`src/rtl/mio_snapshot_master.sv`:
```
// MIO bus master: on each frame tick, reads score/position/time, optionally posts
// the pending keycode to a mailbox, then publishes all three values as one snapshot.
module mio_snapshot_master #(
    parameter int unsigned READ_LAT = 0,
    parameter logic [31:0] KEY_ADDR = 32'h0000_0500
) (
    input  logic        clk,
    input  logic        rst,
    input  logic        start,
    input  logic        bus_gnt,
    output logic        bus_req,
    output logic [31:0] addr_bus,
    output logic        mem_w,
    output logic [31:0] Cpu_data2bus,
    input  logic [31:0] Cpu_data4bus,
    input  logic [15:0] key_in,
    input  logic        key_valid,
    output logic [31:0] score_snap,
    output logic [11:0] pos_snap,
    output logic [31:0] time_snap,
    output logic        snap_valid,
    output logic        busy,
    output logic [7:0]  overrun
);
    localparam int unsigned LW = (READ_LAT > 0) ? $clog2(READ_LAT + 1) : 1;
    localparam logic [LW-1:0] LAT_LAST = LW'(READ_LAT);

    typedef enum logic [1:0] {IDLE, REQ, ACC, DONE} state_t;

    state_t        state, state_n;
    logic [1:0]    slot, slot_n;
    logic [LW-1:0] lat_cnt, lat_cnt_n;
    logic [31:0]   score_sh, score_sh_n;
    logic [11:0]   pos_sh, pos_sh_n;
    logic [31:0]   time_sh, time_sh_n;
    logic [15:0]   key_buf;
    logic          key_pending;
    logic          key_write;
    logic [31:0]   slot_addr;

    always_comb begin
        case (slot)
            2'd0:    slot_addr = 32'h0000_0100;
            2'd1:    slot_addr = 32'h0000_0200;
            default: slot_addr = 32'h0000_0400;
        endcase
    end

    always_comb begin
        state_n      = state;
        slot_n       = slot;
        lat_cnt_n    = lat_cnt;
        score_sh_n   = score_sh;
        pos_sh_n     = pos_sh;
        time_sh_n    = time_sh;
        bus_req      = 1'b0;
        addr_bus     = '0;
        mem_w        = 1'b0;
        Cpu_data2bus = '0;
        key_write    = 1'b0;
        snap_valid   = 1'b0;
        busy         = (state != IDLE);

        case (state)
            IDLE: begin
                if (start) state_n = REQ;
            end
            REQ: begin
                bus_req = 1'b1;
                if (bus_gnt) begin
                    state_n   = ACC;
                    slot_n    = 2'd0;
                    lat_cnt_n = '0;
                end
            end
            ACC: begin
                bus_req = 1'b1;
                if (!bus_gnt) begin
                    // grant lost: the current slot starts over when grant returns
                    lat_cnt_n = '0;
                end else if (slot == 2'd3) begin
                    addr_bus     = KEY_ADDR;
                    mem_w        = 1'b1;
                    Cpu_data2bus = {16'h0, key_buf};
                    key_write    = 1'b1;
                    state_n      = DONE;
                end else begin
                    addr_bus = slot_addr;
                    if (lat_cnt == LAT_LAST) begin
                        lat_cnt_n = '0;
                        case (slot)
                            2'd0:    score_sh_n = Cpu_data4bus;
                            2'd1:    pos_sh_n   = Cpu_data4bus[11:0];
                            default: time_sh_n  = Cpu_data4bus;
                        endcase
                        if (slot == 2'd2) begin
                            if (key_pending) slot_n = 2'd3;
                            else             state_n = DONE;
                        end else begin
                            slot_n = slot + 2'd1;
                        end
                    end else begin
                        lat_cnt_n = lat_cnt + 1'b1;
                    end
                end
            end
            DONE: begin
                snap_valid = 1'b1;
                state_n    = IDLE;
            end
            default: state_n = IDLE;
        endcase

        // no bus transfer may take effect during a reset cycle
        if (rst) begin
            addr_bus     = '0;
            mem_w        = 1'b0;
            Cpu_data2bus = '0;
            key_write    = 1'b0;
        end
    end

    always_ff @(posedge clk) begin
        if (rst) begin
            state       <= IDLE;
            slot        <= 2'd0;
            lat_cnt     <= '0;
            score_sh    <= '0;
            pos_sh      <= '0;
            time_sh     <= '0;
            score_snap  <= '0;
            pos_snap    <= '0;
            time_snap   <= '0;
            key_buf     <= '0;
            key_pending <= 1'b0;
            overrun     <= '0;
        end else begin
            state    <= state_n;
            slot     <= slot_n;
            lat_cnt  <= lat_cnt_n;
            score_sh <= score_sh_n;
            pos_sh   <= pos_sh_n;
            time_sh  <= time_sh_n;
            // snapshot loads on entry to DONE so it is visible alongside snap_valid
            if (state_n == DONE && state != DONE) begin
                score_snap <= score_sh_n;
                pos_snap   <= pos_sh_n;
                time_snap  <= time_sh_n;
            end
            if (key_valid) begin
                key_buf     <= key_in;
                key_pending <= 1'b1;
            end else if (key_write) begin
                key_pending <= 1'b0;
            end
            if (start && state != IDLE && overrun != 8'hFF)
                overrun <= overrun + 8'd1;
        end
    end
endmodule
```
`config.mk`:
```
export PLATFORM = sky130hd
export DESIGN_NAME = mio_snapshot_master
export DESIGN_NICKNAME = d
export VERILOG_FILES = /design/src/rtl/mio_snapshot_master.sv
export SDC_FILE = /design/constraint.sdc
export NUM_CORES = 1
export LEC_CHECK = 0
export CAP_MARGIN = 10
export CORE_ASPECT_RATIO = 1.5
export CORE_UTILIZATION = 48
export CTS_BUF_LIST = sky130_fd_sc_hd__clkbuf_16
export DETAILED_ROUTE_END_ITERATION = 12
export GPL_ROUTABILITY_DRIVEN = 1
export PLACE_DENSITY_LB_ADDON = 0.05
export SYNTH_ARGS = -nofsm -noshare
export SYNTH_HDL_FRONTEND = slang
export SYNTH_SLANG_ARGS = --single-unit
```
`constraint.sdc`:
```
create_clock -name clk -period 2.36 [get_ports clk]
set_input_delay 0.472 -clock clk [delete_from_list [all_inputs] [get_ports clk]]
set_output_delay 0.472 -clock clk [all_outputs]
set_load 0.02 [all_outputs]
```
== Word level (Yosys, flattened, before mapping) ==
Index checks and enable logic that the tools add are counted.
Word-level totals
  register bits after elaboration: 182
  memories kept: 0
  output and inout port bits: 152
  word-level logic and storage cells: 94
  bits in read-only memories: 0
  bits in latches: 0
  bits in writable memories: 0
  input port bits: 53
Cells by class
  bitwise gates (word level): 0
  eq/ne operators: 15
  div/mod/pow operators: 0
  shift operators: 0
  muxes and demuxes: 52
  order comparisons: 0
  add/sub/neg operators: 3
  reductions and logical operators: 12
  multipliers: 0
Operators by type and width (number)
  32-bit 2-to-1 mux: 15
  12-bit 2-to-1 mux: 5
  16-bit 2-to-1 mux: 3
  2-bit 2-to-1 mux: 13
  11-bit one-hot mux with 2 select lines: 1
  1-bit 2-to-1 mux: 12
  2-bit equality test, second input constant: 5
  2-bit inequality test, second input constant: 5
  8-bit by 1-bit adder with 8-bit output, second input constant: 1
  8-bit inequality test, second input constant: 1
  2-bit one-hot mux with 4 select lines: 1
  3-bit inequality test, second input constant: 2
  6-bit AND reduction: 1
  2-bit nonzero test: 3
  2-bit by 1-bit equality test with 1-bit output, second input constant: 2
  2-bit zero test: 2
  2-bit one-hot mux with 2 select lines: 1
  2-bit OR reduction: 2
  1-bit logical AND: 3
  3-bit AND reduction: 1
  2-bit by 1-bit adder with 2-bit output, second input constant: 1
  1-bit one-hot mux with 2 select lines: 1
  1-bit adder, second input constant: 1

== Longest topological paths before layout ==
Gate-level depths: netlist (run 1).
  depth in word-level cells: 8
  mapped depth: 9
  depth with buffers taken out: 7

== Least setup slack after synthesis (run 1) ==
Ideal clock, no wire load.
  kind: flip-flop to flip-flop
  from: register state[0]
  to: register pos_snap[0]
  path slack: 0.281 ns
  library setup time: 0.123 ns
  required time: 2.237 ns
  cell stages (with the launch flop): 10
  buffers on the path: 2
  period minus slack after synthesis: 2.079 ns
  arrival: 1.956 ns
  path through: dfxtp_1 inv_1 ha_1 inv_1 a31o_1 or2_1 o22ai_2 buf_6 buf_6 mux2_1
Between the ends
  word-level cells in the longest chain between the ends: 8
  elaborated cells on any way between the ends: 16
  those cells by class: eq/ne: 5; mux: 9; reduce/logical: 2
RTL lines
  start, declared: RTL line 30  | state_t state, state_n;
  start signal, assigned: RTL line 138  | state <= state_n;
  2-bit 2-to-1 mux: RTL line 97  | if (key_pending) slot_n = 2'd3;
  2-bit 2-to-1 mux: RTL line 96  | if (slot == 2'd2) begin
  2-bit 2-to-1 mux: RTL line 89  | if (lat_cnt == LAT_LAST) begin
  2-bit 2-to-1 mux: RTL line 81  | end else if (slot == 2'd3) begin
  2-bit 2-to-1 mux: RTL line 78  | if (!bus_gnt) begin
  2-bit one-hot mux with 4 select lines: RTL line 64  | case (state)
  2-bit equality test: RTL line 145  | if (state_n == DONE && state != DONE) begin
  1-bit logical AND: RTL line 145
  end signal, assigned: RTL line 147  | pos_snap <= pos_sh_n;
  end, declared: RTL line 19  | output logic [11:0] pos_snap,
Several ways; a longest one is shown, not always the timed one.
A chain may end at the register's enable or synchronous reset.

== Worst setup path in the final report (run 1) ==
  from: register state[0]
  to: output Cpu_data2bus[7]
Between the ends
  word-level cells in the longest chain between the ends: 3
RTL lines
  2-bit equality test: RTL line 64
  16-bit 2-to-1 mux: RTL line 64
  32-bit 2-to-1 mux: RTL line 115  | if (rst) begin
  end, declared: RTL line 14  | output logic [31:0] Cpu_data2bus,
No other way between the ends.

==> results of run 1 <==
registers in the layout (all words and copies together), names as in the netlist:
name / cells
state: 2
score_snap: 32
score_sh: 32
slot: 2
pos_snap: 12
overrun: 8
pos_sh: 12
time_sh: 32
key_pending: 1
time_snap: 32
key_buf: 16
path summary, 6_finish.rpt:
check,depth (start not counted),slack [ps],to,from
setup reg to reg,7,140,time_snap[4],slot[0]
setup / recovery,7,60,Cpu_data2bus[7],state[0]
hold / removal,2,300,slot[1],rst
hold reg to reg,2,460,time_sh[26],time_sh[26]
kinds of logic after synthesis:
family | share of synthesized area [%]
other cells | 0.0510
simple gates | 19.3
xor+xnor | 0.596
compound gates | 6.83
fa+ha+maj | 1.70
flops | 49.3
mux | 14.0
buf+inv | 8.29
synthesized netlist by cell type (2+ instances only):
cell | instances | area, um^2
nor3_1 | 3 | 15.0
mux2_2 | 27 | 304
nand4_1 | 3 | 18.8
and3_1 | 16 | 100
nand2_1 | 162 | 608
buf_1 | 7 | 26.3
inv_1 | 10 | 37.5
dfxtp_1 | 181 | 3620
buf_2 | 10 | 50.1
mux2i_1 | 17 | 170
a21oi_1 | 87 | 435
mux2_1 | 49 | 552
xor2_1 | 5 | 43.8
buf_6 | 5 | 56.3
o21ai_0 | 3 | 15.0
nor2_1 | 25 | 93.8
ha_1 | 10 | 125
and2_1 | 4 | 25.0
nor2b_1 | 78 | 488
clkbuf_1 | 27 | 101
and4_1 | 2 | 17.5
buf_4 | 45 | 338
critical path, delay by kind of cell (launching register included):
kind                     cells  cell delay, ps
adder cells (fa/ha/maj)      1             180
buffers and inverters        3             490
AND/OR/NAND/NOR              3             410
flip-flops                   1             340
metrics by stage:
| step | instances | total power, uW |
|---|---|---|
| after floorplan | 834 | 3420 |
| after global placement | 1120 | 3520 |
| after detailed placement | 1120 | 3530 |
| after CTS | 1152 | 6180 |
| after global routing | 1154 | 6360 |
| final | 1154 | 6130 |
power groups by stage:
stage / Sequential, uW / Clock (uW) / Combinational, uW
after global routing: 3100 / 2860 / 400
after floorplan: 3160 / 0 / 262
after detailed placement: 3160 / 0 / 364
after CTS: 3090 / 2730 / 365
final: 3090 / 2670 / 367
after global placement: 3160 / 0 / 359
layer usage:
| metal | part of all wire, % | GRT usage, % |
|---|---|---|
| met1 | 40 | 24.9 |
| met2 | 53 | 41.4 |
| met3 | 4.7 | 5.05 |
| met4 | 2.1 | 7.18 |
| met5 | 0 | 0 |
repair_timing:
item | in CTS | in global routing
gates cloned | 0 | 2
resized for setup | 59 | 23
hold buffers | 0 | 0
setup endpoints to repair | 21 | 64
setup buffers | 0 | 0
cell type report:
cell class	instances	area share [%]
clock buffer	17	4.44
multi-input combinational	549	34.5
tap	199	2.60
timing repair buffer	183	18.8
inverter	10	0.392
clock inverter	15	1.45
sequential	181	37.8
==> run metrics, run 1 <==
status=finished clean; antenna cells=0; Seq/Total Area, Yosys=slightly below 50%; dpl hpwl=11800 um; Net Sw Frac=24.6%; Die Ht=154 um; MaxCap Viol Count=0; Sink Count=181; Tightest Pin Transition=774 ps; asr flop ratio synth=0%; area of the core=~15000 um^2; kind of end point of the critical path=output port; final instance area=9590 um^2; Final min period=2300 ps; Worst IR Drop VDD=0.505 mV; FF/Latch Area=between 3000 and 4000 um^2; Pint=4620 uW; CTS tree=built; CP max stage cell=dfxtp_2; remaining global-route overflow=0; Synth Register Bits=roughly 180; DRT antenna net count=0; Critical Path, Cell by Cell=inv_1 > ha_1 > nand2_2 > nor2_4 > buf_6 > and3_1 > clkdlybuf4s15_2; WHS=~300 ps; initial antenna violation count=0; Slew Limit Fails=0; drt total wl=17400 um; required time worst endpoint=1890 ps; Achievable Freq=434 MHz; Ports=205; combinational power share=6.0%; root buf cell=clkbuf_16; Placed Instance Area=9030 um^2; DRC viols=0; Leakage=0.00385 uW; initial core utilization=49.0%; DR WL/cell=between 15 and 20 um; Ys Warns=0; Critical Path AT=between 1500 and 2000 ps; Post-Syn Instances=790; multi-input logic area=around 3300 um^2; worst hold-check path type=in -> reg; Switching Power=1510 uW; clock power share=43.5%; final hold vios=0; setup tns final=0 ps; Mapped Area=7350 um^2; Synth cell types=36; most common cell after layout, fill and taps aside=dfxtp_1; drt first pass iters=4; routed vias=5636; NumNets Final=between 1000 and 1500; CP startpoint kind=register; Std-Cell Rows=55; GP Congestion=0.799; clock buffers created by TritonCTS=17; PD cells=639 nW/um^2; Final Setup Violations=0; critical setup path kind=reg -> out; critical path's largest stage delay=340 ps; share of power burned in registers=between 50% and 60%; Area Overhead vs Synth=30.4%; Final WS setup=58.2 ps; Final Util=63.9%; fillcell total=1353; Global Route Usage Sum=22.5%; first-pass GRT wire length=27600 um; clk_lat worst skew=around 420 ps; ys flop type=dfxtp_1; Setup Skew=around 13 ps; average size of a mapped cell=9.30 um^2; htree depth=4; CP Max Fanout=9; Starting DRT DRC Count=123; largest net degree at the start of global routing=180; share of cells above drive strength 1=11.4%; clk slew on worst S/H paths=roughly 60 ps; Die Wd=103 um; port bufs=about 160; most frequent cells in the layout=179 x dfxtp_1, 161 x nand2_1, 137 x clkdlybuf4s50_1; routed vias/inst=between 4 and 5; Post-synth EDFFs=0; Die ar.=15800 um^2; clk buf depth=2; number of global-route vias before repair=between 5000 and 6000; Tcrit/Tclk final=97.5%; post-place setup slack=-305 ps; Rel. slew slack=48.4%
Power figures use the tool's default switching activity.
==> run 2, diff against run 1 <==
--- a/config.mk
+++ b/config.mk
@@ -6,8 +6,10 @@
 export NUM_CORES = 1
 export LEC_CHECK = 0
 export CAP_MARGIN = 10
+export CELL_PAD_IN_SITES_DETAIL_PLACEMENT = 1
+export CELL_PAD_IN_SITES_GLOBAL_PLACEMENT = 1
 export CORE_ASPECT_RATIO = 1.5
-export CORE_UTILIZATION = 48
+export CORE_UTILIZATION = 36
 export CTS_BUF_LIST = sky130_fd_sc_hd__clkbuf_16
 export DETAILED_ROUTE_END_ITERATION = 12
 export GPL_ROUTABILITY_DRIVEN = 1
==> run 2 against run 1 <==
  * Combinational power grew 2%
  * Sequential cell count is the same
  * Via count grew 0.51%
  * Clock skew shrank 4.3 ps
  * Worst hold slack gained 160 ps
  * Sequential power is essentially flat
  * Core utilization shrank 15 points
  * Clock power is essentially flat
  * Largest cell class unchanged
==> run metrics, run 2 (synthesized netlist as in run 1, its figures left out) <==
hold worst-path end=score_sh[24]; Final Util=48.9% (-15 points); post-CTS setup buffers=0 (unchanged); Tightest Pin Transition=910 ps (+136 ps); routed vias=5665 (+0.51%); DRC viols=0 (unchanged); RSZ-0062 raised after global routing=true; critical path's largest stage delay=340 ps (about the same); drt total wl=19300 um (+11%); remaining global-route overflow=0 (unchanged); DRT antenna net count=0 (unchanged); first-pass GRT wire length=30900 um (+12%); Final WS setup=67.2 ps (+9.03 ps); fillcell total=2308 (+71%); Slew Limit Fails=0 (unchanged); Std-Cell Rows=63 (+15%); Worst R2R End=score_snap[29]; total power=6130 uW (about the same); hold_sp=score_sh[24]; CP Max Fanout=9 (unchanged); Final min period=2290 ps (-9.03 ps); initial core utilization=37.0% (-12 points); Critical Path, Cell by Cell=inv_1 > ha_1 > nand2_1 > nor2_4 > buf_6 > and3_1 > clkdlybuf4s15_2; Leakage=0.00386 uW (+0.17%); area of the core=19900 um^2 (+32%); CP max stage cell=dfxtp_2; Sink Count=181 (unchanged); GP Congestion=0.745 (-6.7%); required time worst endpoint=1890 ps (about the same); Die Wd=119 um (+15%); PD cells=630 nW/um^2 (-1.4%); htree depth=4 (unchanged); final instance area=9720 um^2 (+1.4%); most frequent cells in the layout=179 x dfxtp_1, 162 x nand2_1, 137 x clkdlybuf4s50_1; Ports=205 (unchanged); clock buffers created by TritonCTS=17 (unchanged); largest net degree at the start of global routing=182 (+1.1%); worst hold-check path type=reg -> reg; Starting DRT DRC Count=226 (+84%); Worst IR Drop VDD=0.392 mV (-22%); clk slew on worst S/H paths=60 ps (about the same); drt first pass iters=4 (unchanged); Tcrit/Tclk final=97.2% (-0.38 points); root buf cell=clkbuf_16; critical setup path kind=reg -> out; Final Setup Violations=0 (unchanged); clk_lat worst skew=430 ps (about the same); Achievable Freq=436 MHz (+0.39%); status=finished clean; Setup Skew=9.10 ps (-4.25 ps); post-place setup slack=-251 ps (+53.8 ps); Global Route Usage Sum=18.9% (-3.6 points); Hold Path Depth=2 (unchanged); Post-CTS Hold Buffers=0 (unchanged); Die ar.=21000 um^2 (+33%); Area Overhead vs Synth=32.3%; Reg2Reg Setup Slack=80 ps (-60 ps); Rel. slew slack=39.3% (-9.1 points); dpl hpwl=13300 um (+12%); most common cell after layout, fill and taps aside=dfxtp_1; initial antenna violation count=0 (unchanged); routed vias/inst=4.67 (-4.4%); DR WL/cell=15.9 um (+5.7%); number of global-route vias before repair=6038 (+5.9%); NumNets Final=1003 (-0.20%); share of cells above drive strength 1=10.9% (-0.50 points); final hold vios=0 (unchanged); setup tns final=0 ps (unchanged); kind of end point of the critical path=output port; Critical Path AT=1820 ps (about the same); antenna cells=0 (unchanged); MaxCap Viol Count=0 (unchanged); Placed Instance Area=9190 um^2 (+1.8%); clk buf depth=2 (unchanged); CTS tree=built; Die Ht=177 um (+15%); worst r2r path cells=9 (+2); CP startpoint kind=register; port bufs=159 (unchanged); worst reg2reg startpoint=state[0]
-- run 2: cell count changes in the layout (fill, tap and decap cells not counted), moves of 3 or more --
cell	before	now
buf_12	6	13
clkinvlp_4	1	4
clkbuf_2	4	1
inv_8	4	1
buf_4	17	7
buf_2	8	11
-- run 2: what timing repair did --
action / CTS / global route
cloned: 0 / 1
resized for setup: 61 / 21
setup endpoints to repair: 21 / 20
-- run 2: worst max-delay path by stage --
stage | start | endpoint | slack [ps] | depth (start not counted)
final | state[0] | Cpu_data2bus[8] | 70 | 7
after global routing | slot[0] | addr_bus[10] | -50 | 5
after CTS | state[1] | Cpu_data2bus[5] | 5 | 6
after detailed placement | bus_gnt | Cpu_data2bus[13] | -250 | 6
after global placement | bus_gnt | Cpu_data2bus[2] | -230 | 6
after floorplan | state[0] | pos_snap[0] | 280 | 9
-- run 2: area by class of cell --
class,count,area [um^2],share of cell area (%)
flip-flops and latches,181,3630,37.3
repair buffers,181,1880,19.3
clock inverters,15,131,1.35
clock buffers,17,425,4.38
well taps,260,325,3.35
multi-input cells,549,3300,33.9
inverters,10,37.5,0.386
-- run 2: layer usage --
| layer | GRT usage, % | up-vias | part of all wire (%) |
|---|---|---|---|
| met5 | 0 | - | 0 |
| met4 | 8.07 | 0 | 2.3 |
| met3 | 4.83 | 19 | 4.6 |
| met2 | 35.4 | 124 | 54 |
| met1 | 19.9 | 2735 | 39 |
| li1 | - | 2787 | - |
-- run 2: critical path: cells and delay by family, from the launching register on --
family / cells / cell delay [ps]
adders and majority gates: 1 / 170
and+or+nand+nor: 3 / 400
DFF: 1 / 340
buffers and inverters: 3 / 480
-- run 2: report_power, final --
group	total (uW)	internal [uW]	switching, uW
Clock	2660	1460	1200
Combinational	373	151	223
Sequential	3100	3080	15.1
Total	6130	4690	1440
-- run 2: metrics by stage --
step / hold WS (ps) / std cells
2_1_floorplan: 435 / 834
3_3_place_gp: 443 / 1180
3_5_place_dp: 451 / 1180
4_1_cts: 460 / 1212
5_1_grt: 475 / 1213
6_report: 457 / 1213
